$ cat config.mk
export PLATFORM = sky130hd
export DESIGN_NAME = audio_core_sched
export DESIGN_NICKNAME = d
export VERILOG_FILES = /design/src/rtl/audio_core_pkg.sv /design/src/rtl/audio_core_sched.sv
export SDC_FILE = /design/constraint.sdc
export NUM_CORES = 1
export LEC_CHECK = 0
export CAP_MARGIN = 20
export CORE_MARGIN = 2
export CORE_UTILIZATION = 40
export DETAILED_ROUTE_END_ITERATION = 7
export PLACE_DENSITY = 0.74
export SYNTH_ARGS = -nofsm -noshare
export SYNTH_HDL_FRONTEND = slang
export SYNTH_SLANG_ARGS = --single-unit
$ cat constraint.sdc
create_clock -name clk -period 2.3 [get_ports clk]
set_input_delay 0.345 -clock clk [delete_from_list [all_inputs] [get_ports clk]]
set_output_delay 0.345 -clock clk [all_outputs]
set_load 0.005 [all_outputs]
$ cat src/rtl/audio_core_pkg.sv
// Shared definitions for the audio codec core sequencer: register map,
// control bits, fifospace field layout and FSM state encoding.
package audio_core_pkg;

   localparam logic [1:0] ADDR_CTRL      = 2'd0;
   localparam logic [1:0] ADDR_FIFOSPACE = 2'd1;
   localparam logic [1:0] ADDR_LEFT      = 2'd2;
   localparam logic [1:0] ADDR_RIGHT     = 2'd3;

   localparam int CTRL_CR = 2;
   localparam int CTRL_CW = 3;

   localparam int FS_WSRC_LSB = 24;
   localparam int FS_WSLC_LSB = 16;
   localparam int FS_RARC_LSB = 8;
   localparam int FS_RALC_LSB = 0;

   typedef enum logic [3:0] {
      INIT_CLR, INIT_REL, IDLE, POLL, POLL_WAIT, DECIDE, GAP,
      WR_L, WR_R, RD_L, RD_L_WAIT, RD_R, RD_R_WAIT
   } state_t;

   function automatic logic [7:0] fs_field(input logic [31:0] fs, input int lsb);
      return fs[lsb +: 8];
   endfunction

endpackage

$ cat src/rtl/audio_core_sched.sv
// Avalon-MM master that shares the audio codec core between a playback and a
// capture stream, polling fifospace before every left/right pair.
import audio_core_pkg::*;

module audio_core_sched #(
   parameter int DW       = 24,
   parameter int RD_LAT   = 1,
   parameter int POLL_GAP = 4
) (
   input  logic          clk,
   input  logic          reset,
   input  logic          enable,
   input  logic [DW-1:0] play_l,
   input  logic [DW-1:0] play_r,
   input  logic          play_valid,
   output logic          play_ready,
   output logic [DW-1:0] cap_l,
   output logic [DW-1:0] cap_r,
   output logic          cap_valid,
   input  logic          cap_ready,
   output logic [1:0]    aud_address,
   output logic          aud_chipselect,
   output logic          aud_read,
   output logic          aud_write,
   output logic [31:0]   aud_writedata,
   input  logic [31:0]   aud_readdata,
   output logic          busy
);

   localparam int CNT_W = $clog2(RD_LAT + POLL_GAP + 2);
   localparam logic [CNT_W-1:0] LAT_LOAD = CNT_W'(RD_LAT - 1);
   localparam logic [CNT_W-1:0] GAP_LOAD = CNT_W'((POLL_GAP > 0) ? POLL_GAP - 1 : 0);
   localparam logic [31:0] CTRL_CLEAR = (32'd1 << CTRL_CR) | (32'd1 << CTRL_CW);

   state_t           state;
   logic [CNT_W-1:0] cnt;
   logic [31:0]      fs_q;
   logic             last_play;
   logic             play_ok, cap_ok, grant_play, grant_cap;

   always_comb begin
      play_ok    = play_valid && fs_field(fs_q, FS_WSLC_LSB) != 8'd0
                              && fs_field(fs_q, FS_WSRC_LSB) != 8'd0;
      cap_ok     = !cap_valid && fs_field(fs_q, FS_RALC_LSB) != 8'd0
                              && fs_field(fs_q, FS_RARC_LSB) != 8'd0;
      grant_play = play_ok && (!cap_ok || !last_play);
      grant_cap  = cap_ok && !grant_play;
   end

   // One down-counter serves init spacing, read latency and the poll gap.
   always_ff @(posedge clk) begin
      if (reset) begin
         state     <= INIT_CLR;
         cnt       <= CNT_W'(1);
         fs_q      <= '0;
         last_play <= 1'b0;
         cap_valid <= 1'b0;
         cap_l     <= '0;
         cap_r     <= '0;
      end else begin
         if (cap_valid && cap_ready) cap_valid <= 1'b0;
         case (state)
            INIT_CLR:  if (cnt == '0) state <= INIT_REL; else cnt <= cnt - 1'b1;
            INIT_REL:  state <= IDLE;
            IDLE:      if (enable) state <= POLL;
            POLL: begin
               cnt   <= LAT_LOAD;
               state <= POLL_WAIT;
            end
            POLL_WAIT: begin
               if (cnt == '0) begin
                  fs_q  <= aud_readdata;
                  state <= DECIDE;
               end else cnt <= cnt - 1'b1;
            end
            DECIDE: begin
               if (!enable) state <= IDLE;
               else if (grant_play) begin
                  last_play <= 1'b1;
                  state     <= WR_L;
               end else if (grant_cap) begin
                  last_play <= 1'b0;
                  state     <= RD_L;
               end else if (POLL_GAP == 0) state <= POLL;
               else begin
                  cnt   <= GAP_LOAD;
                  state <= GAP;
               end
            end
            GAP: begin
               if (cnt == '0) state <= enable ? POLL : IDLE;
               else cnt <= cnt - 1'b1;
            end
            WR_L:      state <= WR_R;
            WR_R:      state <= POLL;
            RD_L: begin
               cnt   <= LAT_LOAD;
               state <= RD_L_WAIT;
            end
            RD_L_WAIT: begin
               if (cnt == '0) begin
                  cap_l <= aud_readdata[DW-1:0];
                  state <= RD_R;
               end else cnt <= cnt - 1'b1;
            end
            RD_R: begin
               cnt   <= LAT_LOAD;
               state <= RD_R_WAIT;
            end
            RD_R_WAIT: begin
               if (cnt == '0) begin
                  cap_r     <= aud_readdata[DW-1:0];
                  cap_valid <= 1'b1;
                  state     <= POLL;
               end else cnt <= cnt - 1'b1;
            end
            default:   state <= INIT_CLR;
         endcase
      end
   end

   // Bus strobes decode from state; reset silences them in the same cycle.
   always_comb begin
      aud_address    = ADDR_CTRL;
      aud_chipselect = 1'b0;
      aud_read       = 1'b0;
      aud_write      = 1'b0;
      aud_writedata  = '0;
      play_ready     = 1'b0;
      case (state)
         INIT_CLR: begin
            aud_chipselect = (cnt != '0);
            aud_write      = (cnt != '0);
            aud_writedata  = CTRL_CLEAR;
         end
         INIT_REL: begin
            aud_chipselect = 1'b1;
            aud_write      = 1'b1;
         end
         POLL: begin
            aud_address    = ADDR_FIFOSPACE;
            aud_chipselect = 1'b1;
            aud_read       = 1'b1;
         end
         WR_L: begin
            aud_address    = ADDR_LEFT;
            aud_chipselect = 1'b1;
            aud_write      = 1'b1;
            aud_writedata  = 32'(signed'(play_l));
         end
         WR_R: begin
            aud_address    = ADDR_RIGHT;
            aud_chipselect = 1'b1;
            aud_write      = 1'b1;
            aud_writedata  = 32'(signed'(play_r));
            play_ready     = 1'b1;
         end
         RD_L: begin
            aud_address    = ADDR_LEFT;
            aud_chipselect = 1'b1;
            aud_read       = 1'b1;
         end
         RD_R: begin
            aud_address    = ADDR_RIGHT;
            aud_chipselect = 1'b1;
            aud_read       = 1'b1;
         end
         default: ;
      endcase
      if (reset) begin
         aud_address    = ADDR_CTRL;
         aud_chipselect = 1'b0;
         aud_read       = 1'b0;
         aud_write      = 1'b0;
         aud_writedata  = '0;
         play_ready     = 1'b0;
      end
   end

   assign busy = (state != IDLE);

endmodule

### After elaboration in Yosys (flattened, before gate mapping)

Index checks and enable logic that the tools add are counted.

* $add $sub $neg: 1
* equality and inequality tests: 23
* muxes and demuxes: 33
* reductions and logical operators: 33

Operator list (number)
* case mux 32 bit (3 select lines): 1
* case mux 4 bit (13 select lines): 1
* 2-to-1 mux 4 bit: 9
* 2-to-1 mux 32 bit: 1
* nonzero test 8 bit: 4
* equality test 4 bit (second input constant): 5
* inequality test 2 bit (second input constant): 10
* equality test 4 x 3 -> 1 bit (second input constant): 4
* 2-to-1 mux 1 bit: 12
* 2-to-1 mux 3 bit: 4
* case mux 3 bit (3 select lines): 1
* equality test 4 x 2 -> 1 bit (second input constant): 2
* logical AND 1 bit: 7
* case mux 2 bit (3 select lines): 1
* AND reduction 2 bit: 3
* AND reduction 6 bit: 1
* nonzero test 3 bit: 2
* OR reduction 3 bit: 2
* OR reduction 6 bit: 1
* AND reduction 5 bit: 1
* OR reduction 5 bit: 1
* equality test 4 x 1 -> 1 bit (second input constant): 1
* zero test 1 bit: 4
* zero test 4 bit: 1
* other kinds (9): 11

* register bits after elaboration: 89
* output and inout bits: 88

### Depth between registers and ports, before layout

Gate-level depths: netlist of the first run.

* depth after elaboration: 12
* gate-level depth with buffers: 8

### Least setup slack after synthesis of the first run

OpenSTA, ideal clock, no wires.

* path kind: register to output
* start: reg state[0]
* end: out aud_writedata[24]
* arrival time: 1.587 ns
* data required time: 1.955 ns
* path slack: 0.368 ns
* cell stages (with the launch flop): 8
* path buffers: 2
* cell sequence: dfxtp_1 > buf_2 > inv_2 > nand2_1 > nor2_1 > o21bai_1 > nor2_1 > buf_4

* word-level cells in the longest chain between the ends: 3
* elaborated cells between the ends (all ways): 5
* those cells by class: eq/ne: 2; mux: 2; reduce/logical: 1

RTL lines
* start: declaration: RTL line audio_core_sched.sv:35 `state_t state;`
* start signal: assignment: RTL line audio_core_sched.sv:91 `if (cnt == '0) state <= enable ? POLL : IDLE;`
* equality test 4 bit (tied with other cells): RTL line audio_core_sched.sv:130 `case (state)`
* case mux 32 bit (3 select lines) (*): RTL line audio_core_sched.sv:130
* 2-to-1 mux 32 bit (*): RTL line audio_core_sched.sv:170 `if (reset) begin`
* end: declaration: RTL line audio_core_sched.sv:25 `output logic [31:0] aud_writedata,`

Every way passes the cells marked *; elsewhere a longest branch is shown, timed or not.

### Final worst setup path of the first run

* start: reg state[1]
* end: out aud_writedata[20]

The elaborated chain is that of the path after synthesis.

==> results.json, run 1 <==
{
  "drv_slew": 0,
  "grt_overflow_total": 0,
  "required_ns": 1.96,
  "start_util_pct": 40.8,
  "rows": 37,
  "grt_max_degree": 62,
  "hold_path_end": "state[2]$_SDFFE_PP0P_",
  "via_per_inst": 5.26,
  "post-route-period-util_pct": 95.7,
  "io_pins": 173,
  "ant_nets": 0,
  "tightest_slew_ns": 0.601,
  "drive_gt1_share_pct": 12.3,
  "dp_hpwl_mm": 9.79,
  "r2r_end": "fs_q[9]$_SDFFE_PP0P_",
  "ff2ff_path_depth": 8,
  "max_freq_mhz": 454,
  "die_y_um": 106,
  "drt_iter0_markers": 335,
  "relSlewSlack_pct": 59.9,
  "syn2layout_area_growth_pct": 56.5,
  "grt_usage_pct": 25.0,
  "wire_per_inst_um": 15.8,
  "seq_area_frac_synth_pct": 42.9,
  "finalWorstSetupSlack_ns": 0.0984,
  "clk_pin_slew_ns": 0.08,
  "cts_tree": "done",
  "die_w_um": 106,
  "synthFlopType": "dfxtp_1",
  "grt_pass1_vias": 4544,
  "cts_made_buffers": 9,
  "synth_area_per_cell_um2": 7.35,
  "yosysWarnings": 0,
  "htree_num_levels": 3,
  "cts.path.max_buffers": 2,
  "gp_congestion": 0.878,
  "die_area_um2": 11200,
  "crit_type": "register to output pin",
  "ys_types": 49,
  "crit_family": "buffers and inverters",
  "vdd_drop_max_mv": 0.399,
  "worst_path_max_delay_cell": "dfxtp_4",
  "p_leak_nw": 2.39,
  "drc": 0,
  "vias": 4656,
  "start_kind": "register",
  "port_buffers": 172,
  "post-route-min-period_ns": 2.20,
  "clkLatencyLatePin_ns": 0.35,
  "grt_pass1_wl_mm": 22.7,
  "core_um2": 10200,
  "async_reset_ff_share_pct": 0,
  "syn_area_um2": 4150,
  "dp_slack_ns": 0.133,
  "min_path_type": "input pin to register",
  "rsz0062_at_grt": "false",
  "critical_path_arrival_ns": 1.86,
  "fin_setup_tns_ns": 0,
  "worst-path-buf-inv": 4,
  "ys_ff_latch": 89,
  "clockRootBuffer": "clkbuf_8",
  "worst-path-max-fanout": 6,
  "dr.pass1.iters": 5,
  "min_from": "reset",
  "skew_ns": 0.0126,
  "hold_viol": 0,
  "powerDensity_nw_per_um2": 635,
  "cts.sinks": 89,
  "critPathMaxStageDelay_ns": 0.37,
  "final_core_util_pct": 63.8,
  "finalNetCount": 829,
  "wl_mm": 14.0,
  "path_common_cell": "buf_6",
  "r2r_start": "cnt[0]$_SDFFE_PP1P_",
  "maxCapViolCount": 0,
  "reg2reg_slack_ns": 0.39,
  "status": "completed",
  "syn_inst": 565,
  "synth_fp_nets": 652,
  "antenna_found_initial": 2,
  "hold-path-cell-count": 3,
  "synth-edff-count": 0,
  "setup_viol": 0,
  "crit_path_end_kind": "output pin",
  "hold_slack_ns": 0.410,
  "cp_cell_sequence": "nand2_2 > nor3_4 > buf_6 > o21bai_4 > buf_4 > buf_6 > nor2_1 > dlygate4sd2_1"
}
-- routing by layer --
metal / wire length, µm / track usage (%)
met5: 0 / 0
met1: 5520 / 28.9
met2: 7090 / 44.0
met3: 1010 / 5.64
met4: 388 / 11.4
-- per-stage QoR --
stage          cells  area (µm²)  power (mW)
6_report         885        6500        4.13
5_1_grt          885        6500        4.34
4_1_cts          882        6460        4.12
3_3_place_gp     848        6020        2.78
3_5_place_dp     848        6020        2.80
2_1_floorplan    565        4150        2.32
-- worst register-to-register path, delay by kind of cell (launching register included) --
kind / cells / cell delay [ns]
AND/OR/NAND/NOR: 3 / 0.69
flip-flops: 1 / 0.33
adder cells (fa/ha/maj): 1 / 0.18
AO/OA/AOI/OAI: 1 / 0.14
buffers and inverters: 3 / 0.51
-- cells in the final DEF (no fill, tap or decap), types with 4 or more instances in the layout --
cell type and n:
nor3_1 4, nand2_1 179, o211ai_1 4, and3_1 4, a22oi_1 21, dlygate4sd2_1 32
inv_1 5, clkbuf_8 9, nand3_1 4, buf_4 31, o21ai_0 10, clkdlybuf4s50_1 135
dfxtp_1 84, nor2_1 29, buf_6 9, a21oi_1 92, nor4_1 8, a31oi_1 6
-- cells in the mapped netlist (2+ instances only) --
master,number,share of area (%)
a211oi_1,4,0.72
buf_2,20,2.4
nor3_2,2,0.48
a21oi_1,94,11
nand2_1,181,16
nor2_1,33,3.0
nor4_2,2,0.60
clkbuf_1,21,1.9
nand2b_1,2,0.30
inv_2,3,0.27
nor3_1,4,0.48
buf_4,10,1.8
a221oi_1,3,0.63
nand3_1,4,0.48
a31oi_1,6,0.90
a22oi_1,23,4.2
xor2_1,2,0.42
nor4_1,8,1.2
or3_1,3,0.45
o22ai_1,2,0.30
dfxtp_1,89,43
inv_1,5,0.45
and3_1,4,0.60
or3b_1,2,0.42
o211ai_1,4,0.72
o21ai_0,10,1.2
ha_1,2,0.60
-- report_power, final --
| group | internal, mW | leakage, nW | switching, mW |
|---|---|---|---|
| combinational | 0.603 | 1.56 | 0.697 |
| clock | 0.630 | 0.113 | 0.576 |
| sequential | 1.59 | 0.720 | 0.0339 |
-- layout make-up --
type,count,area [µm²]
Tap cell,136,170
Clock buffer,10,128
Fill cell,932,3690
Sequential cell,89,1790
Clock inverter,6,97.6
Timing Repair Buffer,217,2120
Antenna cell,2,5.00
Multi-Input combinational cell,417,2160
Inverter,8,30.0
-- kinds of logic (layout without fill, tap and decap cells) --
logic type      Yosys count  in the layout  share of synthesized area, %
simple gates            255            255                          26.7
compound gates          156            156                          22.1
flops                    89             89                          42.9
buf+inv                  59            241                          6.84
fa+ha+maj                 3              3                         0.844
xor+xnor                  3              3                         0.633
other cells               0              2                             0
-- worst max path at each step --
stage                                from                end  slack (ns)  depth (start not counted)
finish              state[1]$_SDFFE_PP0P_  aud_writedata[20]         0.1                          8
global route        state[1]$_SDFFE_PP0P_  aud_writedata[13]       0.005                          8
CTS                 state[1]$_SDFFE_PP0P_  aud_writedata[21]        0.03                          8
detailed placement  state[2]$_SDFFE_PP0P_  aud_writedata[23]        0.13                          7
global placement    state[1]$_SDFFE_PP0P_     aud_address[0]        0.16                          5
floorplan           state[0]$_SDFFE_PP0P_  aud_writedata[24]        0.37                          7
-- state kept, by name, indices dropped and copies added, names as in the netlist --
name and flops:
cap_valid 1, last_play 1, fs_q 32, cap_l 24, state 4, cap_r 24
cnt 3
-- timing repair --
item	4_1_cts	5_1_grt
endpoints found under the setup margin	37	8
cloned	3	0
pin swaps	5	1
gates resized for setup	72	11
setup buffers	15	1
hold buffers	0	0
Power figures use the tool's default switching activity.
==> run 2, diff against run 1 <==
MAX_ROUTING_LAYER = met4   (was not set)
==> results.json, run 2 (synthesis results as in run 1) <==
{
  "status": "completed",
  "largest_reg_flops": 32,
  "powerDensity_nw_per_um2": 623,
  "cts_tree": "done",
  "cts_made_buffers": 9,
  "die_area_um2": 11200,
  "die_y_um": 106,
  "gp_congestion": 0.860,
  "p_leak_nw": 2.31,
  "start_kind": "register",
  "port_buffers": 172,
  "clockRootBuffer": "clkbuf_8",
  "hold_buffers": 0,
  "maxCapViolCount": 0,
  "critical_path_arrival_ns": 1.86,
  "grt_usage_pct": 24.6,
  "wl_mm": 13.4,
  "crit_path_end_kind": "output pin",
  "drc": 0,
  "min_path_type": "input pin to register",
  "fin_area_um2": 6330,
  "die_w_um": 106,
  "tightest_slew_ns": 0.838,
  "dp_hpwl_mm": 9.57,
  "dr.pass1.iters": 5,
  "clk_pin_slew_ns": 0.08,
  "wire_per_inst_um": 15.4,
  "post-route-period-util_pct": 96.0,
  "required_ns": 1.96,
  "cts.path.max_buffers": 2,
  "vdd_drop_max_mv": 0.317,
  "largestRegisters": "fs_q x32, cap_l x24, cap_r x24",
  "grt_pass1_wl_mm": 21.6,
  "crit_type": "register to output pin",
  "layout_commonest_cell": "nand2_1",
  "regMostFlops": "fs_q",
  "n_antenna_cell": 0,
  "fillCellCount": 947,
  "grt_overflow_total": 0,
  "max_freq_mhz": 453,
  "drv_slew": 0,
  "finalNetCount": 817,
  "power.total_mw": 3.95,
  "rsz0062_at_grt": "true",
  "htree_num_levels": 3,
  "layout_common_cells": "nand2_1, clkdlybuf4s50_1, a21oi_1, dfxtp_1, dlygate4sd2_1",
  "drt_iter0_markers": 300,
  "post-route-min-period_ns": 2.21,
  "grt_pass1_vias": 4370,
  "hold_viol": 0,
  "worst-path-max-fanout": 3,
  "antenna_found_initial": 0,
  "cts.sinks": 89,
  "relSlewSlack_pct": 44.1,
  "setup_viol": 0,
  "vias": 4542,
  "post_dp_cell_area_um2": 6010,
  "rows": 37,
  "start_util_pct": 40.8,
  "fin_setup_tns_ns": 0,
  "grt_max_degree": 87,
  "drive_gt1_share_pct": 9.93,
  "skew_ns": 0.0176,
  "core_um2": 10200,
  "ant_nets": 0,
  "io_pins": 173,
  "via_per_inst": 5.21,
  "syn2layout_area_growth_pct": 52.5,
  "clkLatencyLatePin_ns": 0.36
}
-- run 2: cell count changes in the layout (fill, tap and decap cells not counted), sizes merged --
| cell | previous run | this run |
|---|---|---|
| buf | 46 | 34 |
| dlygate4sd2 | 32 | 36 |
| clkdlybuf4s15 | 3 | 0 |
| clkinv | 1 | 4 |
| inv | 11 | 8 |
| diode | 2 | 0 |
| bufinv | 2 | 1 |
| clkbuf | 11 | 10 |
| clkinvlp | 0 | 1 |
-- run 2: per-stage QoR --
step                      hold slack [ns]  utilization, %  std cells  setup slack, ns
after floorplan                     0.436               -        565            0.368
after global placement              0.442            59.0        846            0.162
after detailed placement            0.447            59.0        846            0.103
after CTS                           0.383            62.0        871           0.0103
after global routing                0.417            62.2        871          -0.0293
final                               0.403            62.2        871           0.0916
-- run 2: area by class of cell --
class | count | area [µm²] | share of cell area, %
multi-input cells | 417 | 2140 | 33.8
clock buffers | 10 | 128 | 2.02
well taps | 136 | 170 | 2.69
clock inverters | 6 | 80.1 | 1.26
repair buffers | 205 | 1990 | 31.5
flip-flops and latches | 89 | 1790 | 28.2
inverters | 8 | 30.0 | 0.474
-- run 2: metal layers --
metal / global-route usage (%) / wire [µm] / vias up
met3: 5.09 / 973 / 27
met1: 28.0 / 5280 / 2085
met5: - / 0 / -
met4: 9.87 / 355 / 0
li1: - / - / 2237
met2: 42.5 / 6790 / 193
-- run 2: what timing repair did --
action,in CTS,in global routing
cloned,2,0
setup endpoints to repair,36,3
pin swaps,2,0
buffers inserted,7,0
resized for setup,57,5
-- run 2: worst max-delay path: stages, from the launching register on --
cell and delay [ns]:
dfxtp_1 0.34, inv_1 0.08, ha_1 0.22, nor2b_1 0.15, a21oi_2 0.14, buf_4 0.12
nor2_1 0.03, a211oi_2 0.18, dlygate4sd2_1 0.25
-- run 2: power breakdown --
part	switching, mW	total [mW]	internal [mW]
Combinational	0.664	1.24	0.572
Sequential	0.0305	1.61	1.58
Clock	0.580	1.10	0.517
Total	1.27	3.95	2.67
-- run 2: worst paths after layout --
check	start	endpoint	slack, ns	cells past startpoint
hold reg to reg	cap_l[2]$_SDFFE_PP0P_	cap_l[2]$_SDFFE_PP0P_	0.46	2
setup / recovery	cnt[0]$_SDFFE_PP1P_	aud_chipselect	0.09	8
setup reg to reg	cnt[0]$_SDFFE_PP1P_	fs_q[2]$_SDFFE_PP0P_	0.40	8
hold / removal	reset	state[2]$_SDFFE_PP0P_	0.40	3
